<file path="src/rtl/ahb_cmd_arbiter_pkg.sv">
// Shared types and AHB encodings for the command arbiter.
package ahb_arb_pkg;

    typedef enum logic [2:0] {
        ST_IDLE,
        ST_START,
        ST_WAIT_BUSY,
        ST_WAIT_IDLE,
        ST_DONE
    } arb_state_t;

    localparam logic [1:0] HTRANS_IDLE = 2'b00;
    localparam logic [1:0] HRESP_ERROR = 2'b01;

endpackage

</file>
<file path="src/rtl/ahb_cmd_arbiter_if.sv">
// Command port between the arbiter and the downstream AHB master engine.
interface ahb_cmd_arbiter_if #(
    parameter int ADDR_WIDTH = 32,
    parameter int DATA_WIDTH = 32
);
    logic                  start_trans;
    logic                  stop_trans;
    logic [ADDR_WIDTH-1:0] ext_haddr;
    logic [DATA_WIDTH-1:0] ext_hwdata;
    logic                  ext_hwrite;
    logic [2:0]            ext_hburst;
    logic [2:0]            ext_hsize;
    logic [DATA_WIDTH-1:0] ext_hrdata;
    logic [1:0]            htrans;
    logic [1:0]            hresp;

    modport master (
        output start_trans, stop_trans, ext_haddr, ext_hwdata, ext_hwrite, ext_hburst, ext_hsize,
        input  ext_hrdata, htrans, hresp
    );

    modport slave (
        input  start_trans, stop_trans, ext_haddr, ext_hwdata, ext_hwrite, ext_hburst, ext_hsize,
        output ext_hrdata, htrans, hresp
    );
endinterface

</file>
<file path="src/rtl/ahb_cmd_arbiter_rr.sv">
// Combinational round-robin pick: first requester at or after the pointer wins.
module rr_arbiter #(
    parameter int NUM_REQ = 4,
    parameter int PTR_W   = 2
) (
    input  logic [NUM_REQ-1:0] i_req,
    input  logic [PTR_W-1:0]   i_ptr,
    output logic [NUM_REQ-1:0] o_winner
);
    localparam logic [PTR_W:0] NREQ = (PTR_W+1)'(NUM_REQ);

    logic [PTR_W:0] w_pos;
    logic           w_found;

    always_comb begin
        o_winner = '0;
        w_pos    = '0;
        w_found  = 1'b0;
        for (int i = 0; i < NUM_REQ; i++) begin
            // One extra bit so ptr+offset can exceed NUM_REQ-1 before the wrap subtract.
            w_pos = {1'b0, i_ptr} + (PTR_W+1)'(i);
            if (w_pos >= NREQ) w_pos = w_pos - NREQ;
            if (!w_found && i_req[w_pos[PTR_W-1:0]]) begin
                o_winner[w_pos[PTR_W-1:0]] = 1'b1;
                w_found                    = 1'b1;
            end
        end
    end
endmodule

</file>
<file path="src/rtl/ahb_cmd_arbiter.sv">
// Shares one AHB master command port among NUM_REQ requesters, round-robin,
// with a start-to-busy timeout and sticky error reporting.
module ahb_cmd_arbiter
    import ahb_arb_pkg::*;
#(
    parameter int NUM_REQ    = 4,
    parameter int ADDR_WIDTH = 32,
    parameter int DATA_WIDTH = 32,
    parameter int TIMEOUT    = 16
) (
    input  logic                          hclk,
    input  logic                          hreset,
    input  logic [NUM_REQ-1:0]            req_valid,
    input  logic [NUM_REQ*ADDR_WIDTH-1:0] req_addr,
    input  logic [NUM_REQ*DATA_WIDTH-1:0] req_wdata,
    input  logic [NUM_REQ-1:0]            req_write,
    input  logic [NUM_REQ*3-1:0]          req_burst,
    input  logic [NUM_REQ*3-1:0]          req_size,
    output logic [NUM_REQ-1:0]            grant,
    output logic [NUM_REQ-1:0]            done,
    output logic                          err,
    output logic [DATA_WIDTH-1:0]         rdata,
    ahb_cmd_arbiter_if.master             m_bus
);
    localparam int PTR_W = (NUM_REQ > 1) ? $clog2(NUM_REQ) : 1;
    localparam int CNT_W = $clog2(TIMEOUT + 1);
    localparam logic [PTR_W-1:0] PTR_LAST = PTR_W'(NUM_REQ - 1);
    localparam logic [CNT_W-1:0] CNT_MAX  = CNT_W'(TIMEOUT);

    arb_state_t            r_state, w_next;
    logic [PTR_W-1:0]      r_ptr, r_owner, w_win_idx;
    logic [NUM_REQ-1:0]    r_grant, w_win;
    logic [CNT_W-1:0]      r_cnt, w_cnt_inc;
    logic                  r_flag, w_timeout, w_bus_err;
    logic [DATA_WIDTH-1:0] r_rdata, r_hwdata, w_sel_wdata;
    logic [ADDR_WIDTH-1:0] r_haddr, w_sel_addr;
    logic                  r_hwrite, w_sel_write;
    logic [2:0]            r_hburst, r_hsize, w_sel_burst, w_sel_size;

    rr_arbiter #(.NUM_REQ(NUM_REQ), .PTR_W(PTR_W)) u_rr (
        .i_req    (req_valid),
        .i_ptr    (r_ptr),
        .o_winner (w_win)
    );

    always_comb begin
        w_sel_addr  = '0;
        w_sel_wdata = '0;
        w_sel_write = 1'b0;
        w_sel_burst = '0;
        w_sel_size  = '0;
        w_win_idx   = '0;
        for (int i = 0; i < NUM_REQ; i++) begin
            if (w_win[i]) begin
                w_sel_addr  = req_addr[i*ADDR_WIDTH +: ADDR_WIDTH];
                w_sel_wdata = req_wdata[i*DATA_WIDTH +: DATA_WIDTH];
                w_sel_write = req_write[i];
                w_sel_burst = req_burst[i*3 +: 3];
                w_sel_size  = req_size[i*3 +: 3];
                w_win_idx   = PTR_W'(i);
            end
        end
    end

    // Counter never exceeds TIMEOUT-1 while in WAIT_BUSY, so the increment cannot wrap.
    assign w_cnt_inc = r_cnt + CNT_W'(1);

    always_comb begin
        w_next    = r_state;
        w_timeout = 1'b0;
        w_bus_err = ((r_state == ST_WAIT_BUSY) || (r_state == ST_WAIT_IDLE)) &&
                    (m_bus.hresp == HRESP_ERROR);
        case (r_state)
            ST_IDLE:      if (|req_valid) w_next = ST_START;
            ST_START:     w_next = ST_WAIT_BUSY;
            ST_WAIT_BUSY: begin
                if (m_bus.htrans != HTRANS_IDLE) begin
                    w_next = ST_WAIT_IDLE;
                end else if (w_cnt_inc >= CNT_MAX) begin
                    w_timeout = 1'b1;
                    w_next    = ST_DONE;
                end
            end
            ST_WAIT_IDLE: if (m_bus.htrans == HTRANS_IDLE) w_next = ST_DONE;
            ST_DONE:      w_next = ST_IDLE;
            default:      w_next = ST_IDLE;
        endcase
    end

    always_ff @(posedge hclk) begin
        if (hreset) begin
            r_state  <= ST_IDLE;
            r_ptr    <= '0;
            r_owner  <= '0;
            r_grant  <= '0;
            r_cnt    <= '0;
            r_flag   <= 1'b0;
            r_rdata  <= '0;
            r_haddr  <= '0;
            r_hwdata <= '0;
            r_hwrite <= 1'b0;
            r_hburst <= '0;
            r_hsize  <= '0;
        end else begin
            r_state <= w_next;
            if (w_bus_err || w_timeout) r_flag <= 1'b1;
            case (r_state)
                ST_IDLE: begin
                    if (|req_valid) begin
                        r_haddr  <= w_sel_addr;
                        r_hwdata <= w_sel_wdata;
                        r_hwrite <= w_sel_write;
                        r_hburst <= w_sel_burst;
                        r_hsize  <= w_sel_size;
                        r_grant  <= w_win;
                        r_owner  <= w_win_idx;
                    end
                end
                ST_START:     r_cnt <= '0;
                ST_WAIT_BUSY: if (r_cnt != CNT_MAX) r_cnt <= w_cnt_inc;
                ST_WAIT_IDLE: if (m_bus.htrans == HTRANS_IDLE) r_rdata <= m_bus.ext_hrdata;
                ST_DONE: begin
                    r_grant <= '0;
                    r_flag  <= 1'b0;
                    r_ptr   <= (r_owner == PTR_LAST) ? '0 : r_owner + PTR_W'(1);
                end
                default: ;
            endcase
        end
    end

    assign grant             = r_grant;
    assign done              = (r_state == ST_DONE) ? r_grant : '0;
    assign err               = (r_state == ST_DONE) && r_flag;
    assign rdata             = r_rdata;
    assign m_bus.start_trans = (r_state == ST_START);
    assign m_bus.stop_trans  = w_timeout;
    assign m_bus.ext_haddr   = r_haddr;
    assign m_bus.ext_hwdata  = r_hwdata;
    assign m_bus.ext_hwrite  = r_hwrite;
    assign m_bus.ext_hburst  = r_hburst;
    assign m_bus.ext_hsize   = r_hsize;
endmodule

</file>
<file path="src/flat_wrapper.sv">
// flat-port wrapper written by rule: the top's interface ports become plain ports
module ahb_cmd_arbiter_flat import ahb_arb_pkg::*;
#(
    parameter int NUM_REQ    = 4,
    parameter int ADDR_WIDTH = 32,
    parameter int DATA_WIDTH = 32,
    parameter int TIMEOUT    = 16
)
  (hclk, hreset, req_valid, req_addr, req_wdata, req_write, req_burst, req_size, grant, done, err, rdata, m_bus_start_trans, m_bus_stop_trans, m_bus_ext_haddr, m_bus_ext_hwdata, m_bus_ext_hwrite, m_bus_ext_hburst, m_bus_ext_hsize, m_bus_ext_hrdata, m_bus_htrans, m_bus_hresp);
  ahb_cmd_arbiter_if #(.ADDR_WIDTH(ADDR_WIDTH), .DATA_WIDTH(DATA_WIDTH)) m_bus_i ();
  input  logic hclk;
  input  logic hreset;
  input  logic [NUM_REQ-1:0] req_valid;
  input  logic [NUM_REQ*ADDR_WIDTH-1:0] req_addr;
  input  logic [NUM_REQ*DATA_WIDTH-1:0] req_wdata;
  input  logic [NUM_REQ-1:0] req_write;
  input  logic [NUM_REQ*3-1:0] req_burst;
  input  logic [NUM_REQ*3-1:0] req_size;
  output logic [NUM_REQ-1:0] grant;
  output logic [NUM_REQ-1:0] done;
  output logic err;
  output logic [DATA_WIDTH-1:0] rdata;
  output wire logic [$bits(m_bus_i.start_trans)-1:0] m_bus_start_trans;
  output wire logic [$bits(m_bus_i.stop_trans)-1:0] m_bus_stop_trans;
  output wire logic [$bits(m_bus_i.ext_haddr)-1:0] m_bus_ext_haddr;
  output wire logic [$bits(m_bus_i.ext_hwdata)-1:0] m_bus_ext_hwdata;
  output wire logic [$bits(m_bus_i.ext_hwrite)-1:0] m_bus_ext_hwrite;
  output wire logic [$bits(m_bus_i.ext_hburst)-1:0] m_bus_ext_hburst;
  output wire logic [$bits(m_bus_i.ext_hsize)-1:0] m_bus_ext_hsize;
  input wire logic [$bits(m_bus_i.ext_hrdata)-1:0] m_bus_ext_hrdata;
  input wire logic [$bits(m_bus_i.htrans)-1:0] m_bus_htrans;
  input wire logic [$bits(m_bus_i.hresp)-1:0] m_bus_hresp;
  assign m_bus_start_trans = m_bus_i.start_trans;
  assign m_bus_stop_trans = m_bus_i.stop_trans;
  assign m_bus_ext_haddr = m_bus_i.ext_haddr;
  assign m_bus_ext_hwdata = m_bus_i.ext_hwdata;
  assign m_bus_ext_hwrite = m_bus_i.ext_hwrite;
  assign m_bus_ext_hburst = m_bus_i.ext_hburst;
  assign m_bus_ext_hsize = m_bus_i.ext_hsize;
  assign m_bus_i.ext_hrdata = m_bus_ext_hrdata;
  assign m_bus_i.htrans = m_bus_htrans;
  assign m_bus_i.hresp = m_bus_hresp;
  ahb_cmd_arbiter #(.NUM_REQ(NUM_REQ), .ADDR_WIDTH(ADDR_WIDTH), .DATA_WIDTH(DATA_WIDTH), .TIMEOUT(TIMEOUT)) u_core (.hclk(hclk), .hreset(hreset), .req_valid(req_valid), .req_addr(req_addr), .req_wdata(req_wdata), .req_write(req_write), .req_burst(req_burst), .req_size(req_size), .grant(grant), .done(done), .err(err), .rdata(rdata), .m_bus(m_bus_i));
endmodule
</file>
<file path="config.mk">
export PLATFORM = sky130hd
export DESIGN_NAME = ahb_cmd_arbiter_flat
export DESIGN_NICKNAME = d
export VERILOG_FILES = /design/src/rtl/ahb_cmd_arbiter_pkg.sv /design/src/rtl/ahb_cmd_arbiter_if.sv /design/src/rtl/ahb_cmd_arbiter_rr.sv /design/src/rtl/ahb_cmd_arbiter.sv /design/src/flat_wrapper.sv
export SDC_FILE = /design/constraint.sdc
export NUM_CORES = 1
export LEC_CHECK = 0
export CAP_MARGIN = 30
export CORE_AREA = 3 3 172 174
export DETAILED_ROUTE_END_ITERATION = 7
export DIE_AREA = 0 0 175 177
export GPL_ROUTABILITY_DRIVEN = 0
export MAX_ROUTING_LAYER = met4
export PLACE_DENSITY = 0.66
export SLEW_MARGIN = 5
export SYNTH_ARGS = -nofsm -noshare
export SYNTH_HDL_FRONTEND = slang
export SYNTH_SLANG_ARGS = --single-unit
</file>
<file path="constraint.sdc">
create_clock -name hclk -period 8.5 [get_ports hclk]
set_input_delay 1.275 -clock hclk [delete_from_list [all_inputs] [get_ports hclk]]
set_output_delay 1.275 -clock hclk [all_outputs]
set_load 0.005 [all_outputs]
</file>
==> flow_metrics.py <==
metrics = {
    "timing": {
        "max_clock_freq_mhz": 201,
        "setup_viol": 0,
        "hold_viol": 0,
        "clock_skew_ns": 0.0153,
        "setup_ws_ns": 3.53,
        "finalCriticalPeriod_ns": 4.97,
        "drv_slew": 0,
        "period_share_pct": 58.5,
        "timing.slew.headroom_pct": 36.4,
        "tightest_slew_ns": 0.955,
        "hold_ws_ns": 0.453,
        "rsz0062_at_grt": "no",
        "finalSetupTns_ns": 0,
    },
    "logic_synthesis": {
        "synth_nets": 1106,
        "postSynthAreaPerCell_um2": 9.27,
        "synthFlopType": "dfxtp_1",
        "synth.distinct_cells": 49,
        "synth_top_cell_by_area": "dfxtp_1",
        "synth_edf_count": 0,
        "async_reset_ff_share_pct": 0,
        "ys_ff_latch": 120,
        "synth.top_cell.area_share_pct": 33.7,
        "syn_inst": 770,
        "ys_seq_area_share_pct": 33.7,
        "yosys_warnings": 0,
        "ys_top_cells_by_area": "dfxtp_1 34%, a221oi_2 15%, nor4_2 12%, or3_1 6.4%, o21ai_0 5.0%",
        "synth_area_mm2": 0.00713,
    },
    "global_routing": {
        "grtUsageTotal_pct": 20.5,
        "grt_max_degree": 77,
        "grt_pass1_wl_um": 47900,
        "grt_pass1_vias": 8047,
        "gr-total-overflow": 0,
        "antenna_found_initial": 9,
    },
    "die": {
        "die_area_mm2": 0.0310,
        "floorplan.initialDensity_pct": 25.5,
        "rows": 61,
        "die_y_um": 177,
        "die_w_um": 175,
        "core_mm2": 0.0279,
        "num_io_pins": 440,
    },
    "cts": {
        "htree_levels": 4,
        "postCtsResizedCells": 0,
        "cts.root.buffer_cell": "clkbuf_16",
        "cts_buffer_depth": 2,
        "cts_made_buffers": 17,
        "cts_tree": "yes",
        "postCtsHoldBufs": 0,
        "clock-sinks": 120,
        "clk_pin_slew_ns": 0.06,
        "clkLatencyLatePin_ns": 0.42,
        "cts_setup_buffers": 0,
    },
    "hold_path": {
        "hold_class": "reg2reg",
    },
    "placed_design": {
        "preCtsSetupSlack_ns": 3.11,
        "port_buffers": 439,
        "hpwl_um": 23600,
        "dp_cells": 1520,
    },
    "worst_setup_path": {
        "critPathMaxFanout": 76,
        "startpoint_type": "primary input",
        "cp_slowest_cell": "buf_4",
        "cpMostUsedCell": "buf_4",
        "cp_top_family": "buffers and inverters",
        "crit_chain": "clkdlybuf4s50_1 > mux4_2 > nor2b_1 > a22o_1 > a221oi_4 > buf_4 > nand3_4 > buf_4 > a221oi_1 > nor4_2",
        "cp-end-kind": "flop",
        "cp_slowest_stage_delay_ns": 0.67,
        "criticalPathCategory": "in2reg",
        "worstPathArrival_ns": 5.24,
        "critPathBufInv": 3,
        "required_ns": 8.76,
    },
    "power_and_ir_drop": {
        "p_leak_nw": 4.21,
        "ir_drop_v": 0.000124,
        "power.density_mw_per_mm2": 174,
    },
    "routing": {
        "vias": 7782,
        "detail_route.first_pass.iterations": 4,
        "routed_wl_um": 32500,
        "drt_iter0_markers": 332,
        "antenna_left": 0,
        "wl_per_cell_um": 20.8,
        "drcViolationCount": 0,
        "avgViaCountPerCell": 4.99,
    },
    "outcome": {
        "status": "complete, no violations",
    },
    "final_layout": {
        "areaGrowthSynthToFinish_pct": 74.0,
        "final_core_util_pct": 44.5,
        "drive_gt1_share_pct": 16.9,
        "fillCellCount": 2773,
        "final_cells": 1560,
        "fin_nets": 1497,
    },
    "run": {
        "cap_violations": 0,
    },
}
## placed cells by master (no fill, tap or decap), types with 4 or more instances in the layout
cell type        count
clkbuf_8             4
a31oi_1              5
o21ai_0             71
or3_1               73
inv_1                9
bufinv_16            5
clkdlybuf4s50_1    438
diode_2              8
dfxtp_1            120
a21oi_1             39
nor4_2              71
nor3_1               9
and3_1               7
clkbuf_16           17
buf_4                9
a221oi_2            69
ha_1                10
nand2_1             71
nor2_1              87
## area by class of cell
cell class                 instances  area (µm²)  share of cell area, %
tap                              378         473                   3.81
timing repair buffer             450        4510                   36.3
antenna                            8        20.0                  0.161
multi-input combinational        563        4310                   34.7
inverter                           9        33.8                  0.272
sequential                       120        2400                   19.3
clock inverter                    10         190                   1.53
clock buffer                      22         484                   3.90
## cell families after synthesis
| kind of cell | count (synthesis) | share of synthesized area (%) |
|---|---|---|
| simple gates | 347 | 31.7 |
| compound gates | 197 | 24.5 |
| flops | 120 | 33.7 |
| buf+inv | 87 | 6.54 |
| fa+ha+maj | 10 | 1.75 |
| mux | 6 | 1.39 |
| xor+xnor | 3 | 0.368 |
## worst paths after layout
kind / cells after the start / slack (ns) / endpoint / startpoint
worst min register to register: 2 / 0.45 / u_core.rdata[24]$_SDFFE_PP0P_ / u_core.rdata[24]$_SDFFE_PP0P_
worst min-delay path: 2 / 0.45 / u_core.rdata[24]$_SDFFE_PP0P_ / u_core.rdata[24]$_SDFFE_PP0P_
worst max-delay path: 10 / 3.53 / u_core.m_bus.ext_hwdata[21]$_SDFFE_PP0P_ / req_valid[2]
worst max register to register: 11 / 3.92 / u_core.m_bus.ext_hwdata[21]$_SDFFE_PP0P_ / u_core.r_ptr[0]$_SDFFE_PP0P_
## worst register-to-register path, cell delays in order (launching register included)
cell      delay [ns]
dfxtp_1         0.58
inv_1           0.19
ha_1            0.40
mux4_2          0.37
nor2b_1         0.19
a22o_1          0.22
a221oi_4        0.18
buf_4           0.67
nand3_4         0.61
buf_4           0.57
a221oi_1        0.41
nor4_2          0.06
## layer usage
metal / track usage [%] / wire, µm / up-vias
li1: - / - / 3683
met1: 23.4 / 12900 / 3716
met2: 34.2 / 16500 / 336
met3: 5.53 / 2370 / 47
met4: 8.41 / 781 / 0
met5: - / 0 / -
## sequential cells by signal, summed over array words and instances (netlist names)
signal and cells:
u_core.grant 4, u_core.m_bus.ext_haddr 32, u_core.m_bus.ext_hburst 3, u_core.m_bus.ext_hsize 3
u_core.m_bus.ext_hwdata 32, u_core.m_bus.ext_hwrite 1, u_core.r_cnt 5, u_core.r_flag 1
u_core.r_owner 2, u_core.r_ptr 2, u_core.r_state 3, u_core.rdata 32
## synth_stat cells, types with 2 or more instances
cell type and count:
nand2b_1 2, a221oi_1 2, inv_1 9, and2_1 2, dfxtp_1 120, nand2_1 71
a21oi_1 39, buf_2 19, nor4_1 3, mux4_2 3, nor3_1 9, or3_1 73
nor4_2 70, buf_4 3, o21ai_0 71, a31oi_1 5, xor2_1 3, nor2_1 87
and3_1 7, a311oi_1 2, a221oi_2 70, nand3_1 3, a22o_1 3, buf_6 14
nor3b_1 3, mux2i_1 2, clkbuf_1 42, nor2b_1 3, ha_1 10
## where the power goes
| group | internal, W | total, W | switching [W] |
|---|---|---|---|
| clock | 0.000553 | 0.000834 | 0.000281 |
| combinational | 0.000353 | 0.000666 | 0.000314 |
| sequential | 0.000626 | 0.000661 | 0.0000353 |
| total | 0.00153 | 0.00216 | 0.000629 |
## stage by stage
stage,total power [W],instance area (µm²)
floorplan,0.000984,7130
global placement,0.00133,11700
detailed placement,0.00134,11700
CTS,0.00219,12400
global route,0.00227,12400
finish,0.00216,12400
Power figures use the tool's default switching activity.
